==> src/rtl/lsu_pkg.sv <==
// lsu_pkg
// Shared definitions for the load/store unit: operation-code field
// positions, access-size encodings, the in-flight entry layout and the
// byte-enable / load-extension helpers used by lsu_sram_like.
package lsu_pkg;

  // Bit positions inside in_op
  localparam int OP_STORE = 3;
  localparam int OP_UNS   = 2;

  // Access-size encodings carried in in_op[1:0]
  localparam logic [1:0] SZ_B = 2'd0;
  localparam logic [1:0] SZ_H = 2'd1;
  localparam logic [1:0] SZ_W = 2'd2;
  localparam logic [1:0] SZ_D = 2'd3;

  // One in-flight operation. Data and offset are sized for the widest
  // (64-bit) bus so the same layout serves both bus widths.
  typedef struct packed {
    logic [3:0]  op;
    logic [2:0]  offset;
    logic        done;
    logic        drop;
    logic        ale;
    logic [63:0] data;
  } entry_t;

  // Byte enables for an access of the given size starting at byte offset
  function automatic logic [7:0] wstrb_of(input logic [1:0] size,
                                          input logic [2:0] offset);
    logic [7:0] m;
    case (size)
      SZ_B:    m = 8'h01;
      SZ_H:    m = 8'h03;
      SZ_W:    m = 8'h0F;
      default: m = 8'hFF;
    endcase
    return m << offset;
  endfunction

  // Truncate a right-aligned value to the access size and sign/zero extend
  function automatic logic [63:0] extend(input logic [63:0] data,
                                         input logic [1:0]  size,
                                         input logic        uns);
    logic [63:0] r;
    case (size)
      SZ_B:    r = uns ? {56'b0, data[7:0]}  : {{56{data[7]}},  data[7:0]};
      SZ_H:    r = uns ? {48'b0, data[15:0]} : {{48{data[15]}}, data[15:0]};
      SZ_W:    r = uns ? {32'b0, data[31:0]} : {{32{data[31]}}, data[31:0]};
      default: r = data;
    endcase
    return r;
  endfunction

endpackage

==> src/rtl/lsu_inflight_fifo.sv <==
// lsu_inflight_fifo
// In-order FIFO of accepted load/store operations. Besides push/pop it
// lets the bus completion land in the oldest entry still waiting for data,
// and can mark every stored entry as dropped in one cycle.
// Ports:
//   clk, reset       clock, synchronous active-high reset
//   i_push/i_entry   append an entry at the tail
//   i_pop            remove the head entry
//   i_complete/i_completeData  write data into oldest not-done entry, set done
//   i_dropAll        mark all stored entries as dropped
//   o_head, o_headValid  head entry and whether the FIFO holds anything
//   o_count          current occupancy
module lsu_inflight_fifo import lsu_pkg::*; #(
  parameter  int DEPTH = 2,
  localparam int PW    = (DEPTH > 1) ? $clog2(DEPTH) : 1,
  localparam int CW    = $clog2(DEPTH) + 1
) (
  input  logic          clk,
  input  logic          reset,
  input  logic          i_push,
  input  entry_t        i_entry,
  input  logic          i_pop,
  input  logic          i_complete,
  input  logic [63:0]   i_completeData,
  input  logic          i_dropAll,
  output entry_t        o_head,
  output logic          o_headValid,
  output logic [CW-1:0] o_count
);

  entry_t        r_mem [DEPTH];
  logic [PW-1:0] r_rdPtr;
  logic [PW-1:0] r_wrPtr;
  logic [CW-1:0] r_count;
  logic          w_found;
  logic [PW-1:0] w_target;

  function automatic logic [PW-1:0] nextPtr(input logic [PW-1:0] p);
    return (int'(p) == DEPTH - 1) ? '0 : p + 1'b1;
  endfunction

  // Walk from the head to find the oldest entry still awaiting its
  // data_ok; ALE entries are born done so they are skipped naturally.
  always_comb begin
    w_found  = 1'b0;
    w_target = r_rdPtr;
    for (int i = 0; i < DEPTH; i++) begin
      if (!w_found && (i < int'(r_count)) &&
          !r_mem[PW'((int'(r_rdPtr) + i) % DEPTH)].done) begin
        w_found  = 1'b1;
        w_target = PW'((int'(r_rdPtr) + i) % DEPTH);
      end
    end
  end

  always_ff @(posedge clk) begin
    if (reset) begin
      r_rdPtr <= '0;
      r_wrPtr <= '0;
      r_count <= '0;
    end else begin
      if (i_complete && w_found) begin
        r_mem[w_target].data <= i_completeData;
        r_mem[w_target].done <= 1'b1;
      end
      // Empty slots get marked too; a later push overwrites them anyway
      if (i_dropAll) begin
        for (int i = 0; i < DEPTH; i++) r_mem[i].drop <= 1'b1;
      end
      if (i_push) begin
        r_mem[r_wrPtr] <= i_entry;
        r_wrPtr        <= nextPtr(r_wrPtr);
      end
      if (i_pop) r_rdPtr <= nextPtr(r_rdPtr);
      r_count <= r_count + CW'(i_push) - CW'(i_pop);
    end
  end

  assign o_head      = r_mem[r_rdPtr];
  assign o_headValid = (r_count != '0);
  assign o_count     = r_count;

endmodule

==> src/rtl/lsu_sram_like.sv <==
// lsu_sram_like
// Load/store unit between EXE and MEM speaking an addr_ok/data_ok bus.
// Handles byte/half/word(/dword) accesses, misalignment reporting,
// up to MAX_OUTST operations in flight, in-order retirement and flush.
// Ports:
//   clk, reset                 clock, synchronous active-high reset
//   in_valid/in_ready/in_op/in_addr/in_wdata   operation from EXE
//   flush                      cancel all unretired operations
//   mem_req/mem_wr/mem_size/mem_addr/mem_wstrb/mem_wdata  bus request
//   mem_addr_ok/mem_data_ok/mem_rdata                     bus response
//   out_valid/out_ready/out_rdata/out_ale                 result to MEM
module lsu_sram_like import lsu_pkg::*; #(
  parameter int DATA_W    = 32,
  parameter int ADDR_W    = 32,
  parameter int MAX_OUTST = 2
) (
  input  logic                clk,
  input  logic                reset,
  input  logic                in_valid,
  output logic                in_ready,
  input  logic [3:0]          in_op,
  input  logic [ADDR_W-1:0]   in_addr,
  input  logic [DATA_W-1:0]   in_wdata,
  input  logic                flush,
  output logic                mem_req,
  output logic                mem_wr,
  output logic [1:0]          mem_size,
  output logic [ADDR_W-1:0]   mem_addr,
  output logic [DATA_W/8-1:0] mem_wstrb,
  output logic [DATA_W-1:0]   mem_wdata,
  input  logic                mem_addr_ok,
  input  logic                mem_data_ok,
  input  logic [DATA_W-1:0]   mem_rdata,
  output logic                out_valid,
  input  logic                out_ready,
  output logic [DATA_W-1:0]   out_rdata,
  output logic                out_ale
);

  localparam int NB = DATA_W / 8;
  localparam int OW = $clog2(NB);
  localparam int CW = $clog2(MAX_OUTST) + 1;

  logic [1:0]        w_size;
  logic              w_ale;
  logic              w_credit;
  logic              w_pop;
  logic              w_accept;
  int                w_lanes;
  logic [DATA_W-1:0] w_wdata;
  logic [63:0]       w_shifted;
  entry_t            w_pushEntry;
  entry_t            w_head;
  logic              w_headValid;
  logic [CW-1:0]     w_count;

  assign w_size = in_op[1:0];

  always_comb begin
    case (w_size)
      SZ_B:    w_ale = 1'b0;
      SZ_H:    w_ale = in_addr[0];
      SZ_W:    w_ale = |in_addr[1:0];
      default: w_ale = |in_addr[2:0];
    endcase
  end

  // A pop this cycle frees its slot immediately for a new acceptance
  assign w_credit = (w_count < CW'(MAX_OUTST)) | w_pop;

  assign in_ready = ~reset & w_credit & ~flush & (w_ale | mem_addr_ok);
  assign mem_req  = ~reset & in_valid & ~w_ale & w_credit & ~flush;
  assign w_accept = in_valid & in_ready;

  // Replicate the low (1<<size) bytes of the store data across every lane
  always_comb begin
    w_lanes = 1 << w_size;
    w_wdata = '0;
    for (int i = 0; i < NB; i++) begin
      w_wdata[i*8 +: 8] = in_wdata[(i % w_lanes)*8 +: 8];
    end
  end

  assign mem_wr    = ~reset & in_op[OP_STORE];
  assign mem_size  = reset ? 2'b00 : w_size;
  assign mem_addr  = reset ? '0 : in_addr;
  assign mem_wdata = reset ? '0 : w_wdata;
  assign mem_wstrb = (reset || !in_op[OP_STORE]) ? '0 :
                     NB'(wstrb_of(w_size, 3'(in_addr[OW-1:0])));

  // ALE entries never see the bus, so they enter the FIFO already done
  always_comb begin
    w_pushEntry        = '0;
    w_pushEntry.op     = in_op;
    w_pushEntry.offset = 3'(in_addr[OW-1:0]);
    w_pushEntry.done   = w_ale;
    w_pushEntry.ale    = w_ale;
  end

  lsu_inflight_fifo #(.DEPTH(MAX_OUTST)) u_fifo (
    .clk            (clk),
    .reset          (reset),
    .i_push         (w_accept),
    .i_entry        (w_pushEntry),
    .i_pop          (w_pop),
    .i_complete     (mem_data_ok),
    .i_completeData (64'(mem_rdata)),
    .i_dropAll      (flush),
    .o_head         (w_head),
    .o_headValid    (w_headValid),
    .o_count        (w_count)
  );

  assign out_valid = ~reset & ~flush & w_headValid & w_head.done & ~w_head.drop;

  // Dropped entries that have consumed their data_ok retire silently
  assign w_pop = w_headValid & w_head.done & (w_head.drop | (out_valid & out_ready));

  assign w_shifted = w_head.data >> {w_head.offset, 3'b000};
  assign out_ale   = out_valid & w_head.ale;
  assign out_rdata = (out_valid && !w_head.op[OP_STORE] && !w_head.ale) ?
                     DATA_W'(extend(w_shifted, w_head.op[1:0], w_head.op[OP_UNS])) : '0;

endmodule
==> config.mk <==
export PLATFORM = sky130hd
export DESIGN_NAME = lsu_sram_like
export DESIGN_NICKNAME = d
export VERILOG_FILES = /design/src/rtl/lsu_pkg.sv /design/src/rtl/lsu_inflight_fifo.sv /design/src/rtl/lsu_sram_like.sv
export SDC_FILE = /design/constraint.sdc
export NUM_CORES = 1
export LEC_CHECK = 0
export CORE_MARGIN = 4
export CORE_UTILIZATION = 60
export CTS_CLUSTER_DIAMETER = 50
export DETAILED_ROUTE_END_ITERATION = 7
export DONT_BUFFER_PORTS = 1
export PLACE_DENSITY_LB_ADDON = 0.2
export SYNTH_ARGS = -nofsm -noshare
export SYNTH_HDL_FRONTEND = slang
export SYNTH_HIERARCHICAL = 1
export SYNTH_SLANG_ARGS = --single-unit
==> constraint.sdc <==
create_clock -name clk -period 5.3 [get_ports clk]
set_input_delay 1.06 -clock clk [delete_from_list [all_inputs] [get_ports clk]]
set_output_delay 1.06 -clock clk [all_outputs]
set_load 0.05 [all_outputs]
==> results.md, run 1 <==
Pwr:
- The worst voltage drop across the vdd grid is between 0.2 and 0.3 mV.
- The internal power of the cells is between 0.002 and 0.003 W.
- The analysis attributes to net switching a power of 0.00155 W.
- The share of total power dissipated in sequential elements is between 30 and 40%.
- Per report_power, the clock group accounts for between 20% and 30% of the total.
- Net switching is between 30% and 40% of the power.
- Combinational logic burns 37.9% of the power.
- In this run the power density over the cells is ~330 nW/um^2.
- The design draws between 0.004 and 0.005 W.
- The static leakage power is 5.42 nW.

Placed design:
- In this run the cell area measured after placement is 12400 sq um.
- The HPWL after detailed placement is 19400 microns.
- The congestion estimate from routability-driven global placement came to a little over 0.9.
- The worst slack at placement is approximately 0.54 ns.
- Port buffering added 0 buffers.

Worst setup path:
- The type of element capturing the critical path is an output pin.
- On the worst path, the slowest cell contributes a delay of 0.47 ns.
- STA classifies the critical path startpoint as an input port.
- The number of cells on the worst reg-to-reg path is 10.
- The critical path runs through a total of 11 cells.
- The signal on the critical path passes through inv_1 -> ha_1 -> inv_1 -> ha_1 -> o21bai_1 -> a21oi_1 -> o21ai_0 -> o31a_1 -> mux4_2 -> nor2b_1 -> buf_4.
- On the critical path the largest part of the delay comes from compound AO/OA/AOI/OAI gates.
- The setup slack of the most critical reg-to-reg path is approximately 2.0 ns.
- At the worst endpoint, the required time is 4.24 ns.
- The slowest stage cell on the critical path is o31a_1.
- The critical path class is in -> out.
- The destination of the critical timing path is mem_wdata[8].
- Together, buffers and inverters on the worst path number 3.
- The data arrival at the endpoint of the critical path is ~3.8 ns.
- In this run the worst path has a maximum fanout of 8.
- The timing startpoint of the critical path is in_op[1].
- The endpoint identified for the worst register-to-register timing path is u_fifo/r_mem[0][13].

Drt:
- The vias after detailed routing is roughly 8.4k.
- The number of DRC markers in iteration 0 is ~580.
- Summed over all layers, the routed wires come to 27900 microns.
- Before antenna repair, the detailed router went through 5 iterations.
- The average detailed-routed wire length per instance is around 19 microns.
- Using the TritonRoute via totals, the vias-per-cell ratio works out to approximately 5.7.
- The post-detailed-route DRC marker count is 0.
- The number of nets still failing antenna checks after routing is 0.

Final layout:
- After filler insertion, the fill cell instance count of the layout stands at 1206.
- The total number of nets in the final design is around 1.4k.
- Once layout is done, the placed cells without fillers occupy between 10000 and 15000 sq um.
- The post-route netlist has ~26% of its cells at a drive strength greater than 1.
- The area of all sequential standard cells is ~4500 sq um.
- The number of antenna diodes in the final layout is 0.
- The final standard cell utilization of the core is approximately three quarters.
- Compared with the post-synthesis result, the final layout area differs by 21.0%.
- The multi-input gate area in the final layout is about 6700 sq um.

Synth:
- The area fraction of the dominant cell type after synthesis is 40.2%.
- For this run, the number of Yosys warnings is 6.
- The post-synthesis instance area is between 10000 and 15000 sq um.
- In this run, synthesis produced a sequential element count of between 150 and 200.
- After synthesis, flip-flops and latches occupy 41.9% of the total area.
- The largest total area in the synthesized netlist belongs to edfxtp_1.
- Synthesis handed over a netlist of between 1k and 1.5k instances.
- The share of flip-flops with an asynchronous set or reset after synthesis is 0%.
- The synthesized area per cell is around 11 sq um.
- Yosys mapped a number of flops with a built-in enable equal to 144.
- Sorting the synthesized cells by area gives the leading types as edfxtp_1, mux2_2, nand2_1.
- In the synthesized netlist the dominant register cell turns out to be edfxtp_1.
- The netlist uses 57 different library cells.

Run:
- Across the run, the number of max-cap violations was 0.

Floorplanning:
- The I/O pin total is 214.
- The die span in y is approximately 140 microns.
- The x dimension of the die is around 140 microns.
- The starting density of the core is just over 60%.
- The floorplan die area is 20100 sq um.
- The area of the core is about 17000 sq um.
- The floorplan has 48 rows.

Outcome:
- The run finished with clean final reports.

Clock tree:
- The sink count of the clock tree is approximately 150.
- The number of levels the H-tree was split into is 4.
- After clock tree synthesis, the clock-pin slew on the worst setup and hold paths is ~0.070 ns.
- Counting along the longest clock path gives a buffer depth of 2.
- Clock tree synthesis inserted a total of 17 buffers.
- TritonCTS built the clock tree.
- In this run the post-CTS setup repair buffer count came out at 0.
- The worst-skew pair later-pin latency is roughly 0.43 ns.
- In this run the clock root is driven by a clkbuf_16.
- The number of hold buffers added after CTS is 0.
- The number of gates resized after cts is 0.

STA:
- The count of pins over their slew limit was 0.
- Setup repair after global routing left no endpoint under its margin.
- The setup TNS after final layout is 0 ns.
- The clock period minus final worst setup slack is 4.83 ns.
- The final number of hold-violating endpoints is 0.
- The actual slew at the worst max-slew pin is 1.13 ns.
- Derived from the worst setup path, the maximum achievable clock frequency is 207 MHz.
- Headroom to the max-slew limit came out at a little under a quarter.
- The post-route clock skew is 0.00696 ns.
- Across all setup checks in the final design, the least slack found is about 0.47 ns.
- Setup violations remaining at the end of the flow were counted as 0.
- Dividing the final minimum period by the clock period gives between 90% and 100%.

Global route:
- The via count of the first global-routing pass is 8506.
- The global-route wire length before repair is 44300 microns.
- The number of antenna violations at the first check in global routing is 0.
- The maximum number of pins on one net before global-route repair is between 60 and 70.
- Across every metal layer, demand over resource in global routing totals approximately 28%.
- For this run the aggregate overflow at the end of global routing stands at 0.

Worst hold path:
- The type of the worst min-delay path is reg -> reg.
[worst min path at each step]
| stage | from | end | slack (ns) | cells after the start |
|---|---|---|---|---|
| 2_1_floorplan | u_fifo/r_mem[1][65] | u_fifo/r_mem[1][65] | 0.45 | 2 |
| 3_3_place_gp | u_fifo/r_mem[1][65] | u_fifo/r_mem[1][65] | 0.47 | 2 |
| 3_5_place_dp | u_fifo/r_mem[1][65] | u_fifo/r_mem[1][65] | 0.48 | 2 |
| 4_1_cts | u_fifo/r_mem[1][65] | u_fifo/r_mem[1][65] | 0.50 | 2 |
| 5_1_grt | u_fifo/r_mem[1][65] | u_fifo/r_mem[1][65] | 0.52 | 2 |
| 6_report | u_fifo/r_mem[1][65] | u_fifo/r_mem[1][65] | 0.51 | 2 |
[metrics by stage]
stage / cells / hold slack [ns]
after floorplan: 1217 / 0.452
after global placement: 1453 / 0.470
after detailed placement: 1453 / 0.478
after CTS: 1485 / 0.499
after global routing: 1485 / 0.524
final: 1485 / 0.507
[layout make-up]
class                      instances  area share [%]
multi-input combinational        976            51.4
sequential                       153            34.6
timing repair buffer              85            6.92
clock buffer                      17            3.27
tap                              225            2.16
clock inverter                    15            1.16
inverter                          14           0.404
[flip-flops by register name, summed over array words and instances (netlist names), named ones only]
name	cells
u_fifo/r_mem	148
u_fifo/o_count	2
u_fifo/r_wrPtr	1
u_fifo/r_rdPtr	1
[per-layer routing]
| metal | GRT usage (%) | vias to the layer above | wire, microns |
|---|---|---|---|
| met4 | 8.69 | 0 | 665 |
| met5 | 0 | - | 0 |
| met3 | 6.77 | 44 | 2420 |
| met2 | 49.4 | 409 | 14100 |
| met1 | 34.0 | 3985 | 10700 |
| li1 | - | 3982 | - |
[synth_stat cells, types with 6 or more instances]
library cell / number
mux2_2: 139
nor2_1: 31
and3_1: 9
mux4_2: 26
nand2b_1: 10
o22ai_1: 15
o21ai_0: 20
buf_2: 26
dfxtp_1: 9
inv_1: 13
mux2i_1: 66
ha_1: 15
a21oi_2: 8
mux2_1: 6
o211ai_1: 22
clkbuf_1: 37
edfxtp_1: 144
a211oi_1: 20
nor2b_1: 59
nand2_1: 237
buf_4: 8
a21oi_1: 16
a31oi_1: 14
nor3_1: 12
[worst min-delay path, stage by stage, from the launching register on]
cell and delay (ns):
dfxtp_1 0.33, o21ai_0 0.09, nand2_1 0.06
[layout by cell type (no fill, tap or decap), drive strengths merged, types with 3 or more instances in the layout]
| cell | n |
|---|---|
| o22ai | 15 |
| edfxtp | 144 |
| mux4 | 26 |
| nand3 | 3 |
| nor3 | 12 |
| nand3b | 3 |
| a31oi | 17 |
| o21ai | 22 |
| buf | 85 |
| o211ai | 22 |
| or3 | 3 |
| and3 | 9 |
| o21bai | 3 |
| conb | 196 |
| dfxtp | 9 |
| xnor2 | 3 |
| nand2b | 10 |
| inv | 25 |
| mux2 | 145 |
| clkinv | 3 |
| ha | 15 |
| nor2 | 31 |
| o31a | 3 |
| o21a | 4 |
| nor2b | 60 |
| a211oi | 21 |
| clkbuf | 17 |
| a21oi | 24 |
| nand2 | 237 |
| and2 | 4 |
| mux2i | 66 |
| nor4 | 4 |
[power by group through the flow]
| stage | sequential [W] | combinational (W) | clock, W |
|---|---|---|---|
| after floorplan | 0.00146 | 0.00131 | 0 |
| after global placement | 0.00149 | 0.00157 | 0 |
| after detailed placement | 0.00150 | 0.00160 | 0 |
| after CTS | 0.00147 | 0.00161 | 0.00120 |
| after global routing | 0.00148 | 0.00174 | 0.00126 |
| final | 0.00147 | 0.00162 | 0.00119 |
[kinds of logic after synthesis]
kind of cell / count (synthesis) / synth area share, %
other: 1 / 0.0349
multiplexers: 237 / 26.8
flip-flops: 153 / 41.9
XOR/XNOR: 4 / 0.326
AO/OA/AOI/OAI: 141 / 9.14
adder cells (fa/ha/maj): 15 / 1.74
AND/OR/NAND/NOR: 383 / 16.3
buffers and inverters: 88 / 3.79
Power figures use the tool's default switching activity.
==> inputs of run 2 (changes only) <==
--- a/config.mk
+++ b/config.mk
@@ -11,6 +11,7 @@
 export DETAILED_ROUTE_END_ITERATION = 7
 export DONT_BUFFER_PORTS = 1
 export PLACE_DENSITY_LB_ADDON = 0.2
+export RECOVER_POWER = 25
 export SYNTH_ARGS = -nofsm -noshare
 export SYNTH_HDL_FRONTEND = slang
 export SYNTH_HIERARCHICAL = 1
==> run 2 against run 1 <==
The flow now finishes with violations (max-capacitance violations, max-slew violations). Die area unchanged. Hold slack got worse by 0.0040 ns. Register-to-register slack worse by 0.59 ns. Clock skew is 0.00055 ns higher. Clock power hardly changed. Sequential cell count did not move. Cell count unchanged. Sequential share of layout area grew 0.14 points. Fmax increased by 0.32%. Highest routed layer unchanged.
==> results.md, run 2 (synthesis gave the netlist of run 1 again) <==
Outcome:
- The final reports fail on max-capacitance violations, max-slew violations.
- The run finished, with violations left.

Final layout:
- The register with the most flip-flops in the layout has 148 of them.
- The final non-filler cell area is 13000 sq um.
- The number of diodes added for antenna fixing is 0.
- The filler cells instantiated in the layout total 1216.
- The library cells used most frequently in the layout, excluding fill and tap cells, are nand2_1, conb_1, edfxtp_1.
- Of the cells placed in the final design, the portion with a size suffix greater than 1 is between 20 and 30%.
- After the last flow step, the layout net total stands at 1369.
- Relative to the synthesized area, the layout overhead comes to 20.5%.
- More flip-flops sit in one register than any other, and that register is u_fifo/r_mem.
- The area of all sequential standard cells is roughly 4500 sq um.
- In the final layout, the multi-input gates occupy 6660 sq um.
- The most common library cell in the layout ignoring fill and taps is nand2_1.

Floorplanning:
- The region available for standard cell placement spans 17400 sq um.
- From bottom edge to top edge, the die measures between 100 and 150 microns.
- The starting density of the core is 61.8%.
- The I/O pin total is between 200 and 250.
- The floorplan step set the die width to 142 microns.
- The floorplan die area is roughly 20000 sq um.
- The number of cell rows is 48.

Worst hold path:
- Counting instances, the worst hold path has a depth of 2.
- The tightest min-delay check is of the reg -> reg type.

Worst setup path:
- The data required time at the worst endpoint is 4.24 ns.
- Of all nets on the critical path, the largest fanout is 8.
- The startpoint type of the worst setup path is an input port.
- The data arrival at the endpoint of the critical path is ~3.8 ns.
- STA classifies the critical path endpoint as an output pin.
- The worst setup path is of the in -> out kind.
- The number of cells on the worst reg-to-reg path is 10.

Global route:
- The total routing resource utilization after global routing is about 28%.
- Entering global routing, the biggest net connects between 60 and 70 pins.
- The number of antenna violations at the first check in global routing is 0.
- The via count of the first global-routing pass is 8506.
- The global-route wire length before repair is 44300 microns.
- For this run the aggregate overflow at the end of global routing stands at 0.

Drt:
- Detailed routing placed a total of 14200 microns of wire on met2.
- The sum of routed wire segments on met1 is around 11000 microns.
- The number of DRC markers in iteration 0 is ~570.
- The detail route stage leaves a number of antenna-violating nets equal to 0.
- The detailed router used layers up to and including met4.
- The vias after detailed routing is approximately 8.5k.
- In the routed design, unresolved DRC markers number 0.
- Before antenna repair, the detailed router went through 5 iterations.
- Wires add up to ~28000 microns.
- The mean number of vias per cell is between 5 and 6.
- The average detailed-routed wire length per instance is roughly 19 microns.
- Wire segments on met3 add up to 2420 microns in the final route.

Clock tree:
- The clock transition time at the flip-flop clock pins of the worst setup and hold paths is roughly 0.070 ns.
- The number of hold buffers added after CTS is 0.
- TritonCTS built the clock tree.
- The longest clock path from root to sink contains 2 buffers.
- The worst-skew pair later-pin latency is about 0.43 ns.
- The number of gates resized after cts is 0.
- Post-CTS timing repair inserted 0 buffers for setup.
- The root buffer cell chosen for the clock tree is clkbuf_16.
- The number of levels the H-tree was split into is 4.
- The number of CTS-inserted buffers is 17.
- CTS saw ~150 sinks.

STA:
- Setup repair after global routing left no endpoint under its margin.
- The clock period minus final worst setup slack is around 4.8 ns.
- Dividing the final minimum period by the clock period gives between 90% and 100%.
- The actual slew at the worst max-slew pin is roughly 1.8 ns.
- Setup violations remaining at the end of the flow were counted as 0.
- The setup TNS after final layout is 0 ns.
- Timing would allow up to ~210 MHz.
- The count of pins over their slew limit is 65.
- The final number of hold-violating endpoints was 0.
- The post-route clock skew is 0.00751 ns.
- The worst max-slew margin expressed relative to the limit is -17.4%.

Placed design:
- Once placement finished, the instance area stood at approximately 12000 sq um.
- Summed over all nets, the half-perimeter wirelength after detailed placement is between 15000 and 20000 microns.
- The placer congestion estimate is about 0.9.
- The count of port buffers added during placement is 0.

Run:
- Max-cap violations in this run came to 2.

Pwr:
- The analysis attributes to cell leakage a power of approximately 5.4 nW.
- The power density over the cells is about 330 nW/um^2.
- The worst voltage drop across the vdd grid is 0.254 mV.
==> run 2: changes by cell type in the layout (fill, tap and decap cells not counted), sizes merged <==
cell	delta
clkbuf	+2
buf	-2
==> run 2: where the power goes <==
group / internal (W) / switching [W]
combinational: 0.000693 / 0.000928
clock: 0.000629 / 0.000559
sequential: 0.00141 / 0.0000561
total: 0.00273 / 0.00154
==> run 2: layout make-up <==
class                      instances  area share (%)
multi-input combinational        976            51.4
sequential                       153            34.8
timing repair buffer              85            6.80
clock buffer                      17            3.28
tap                              225            2.17
clock inverter                    15            1.17
inverter                          14           0.405
==> run 2: stage by stage <==
stage	setup WS [ns]	instances	utilization, %	hold slack, ns	total power [W]
6_report	0.489	1485	74.4	0.503	0.00428
5_1_grt	0.226	1485	74.4	0.526	0.00448
4_1_cts	0.520	1485	74.7	0.499	0.00428
3_5_place_dp	0.538	1453	71.4	0.478	0.00309
3_3_place_gp	0.666	1453	71.4	0.470	0.00306
2_1_floorplan	-0.228	1217	-	0.452	0.00277
==> run 2: worst max-delay path, stage by stage <==
cell      delay (ns)
inv_1           0.12
ha_1            0.26
inv_1           0.09
ha_1            0.39
o21bai_1        0.15
a21oi_1         0.07
o21ai_0         0.36
o31a_1          0.47
mux4_2          0.38
nor2b_1         0.15
buf_4           0.24
==> run 2: path summary, 6_finish.rpt <==
path | startpoint | endpoint | slack (ns)
hold / removal | u_fifo/r_mem[1][65] | u_fifo/r_mem[1][65] | 0.50
setup reg to reg | flop | u_fifo/r_mem[1][16] | 1.38
setup / recovery | in_op[1] | mem_wdata[8] | 0.49
hold reg to reg | u_fifo/r_mem[1][65] | u_fifo/r_mem[1][65] | 0.50
==> run 2: per-layer routing <==
layer  vias up  GRT usage, %
met4         0          8.69
met1      4016          34.0
met2       415          49.4
met3        47          6.77
met5         -             0
li1       3982             -
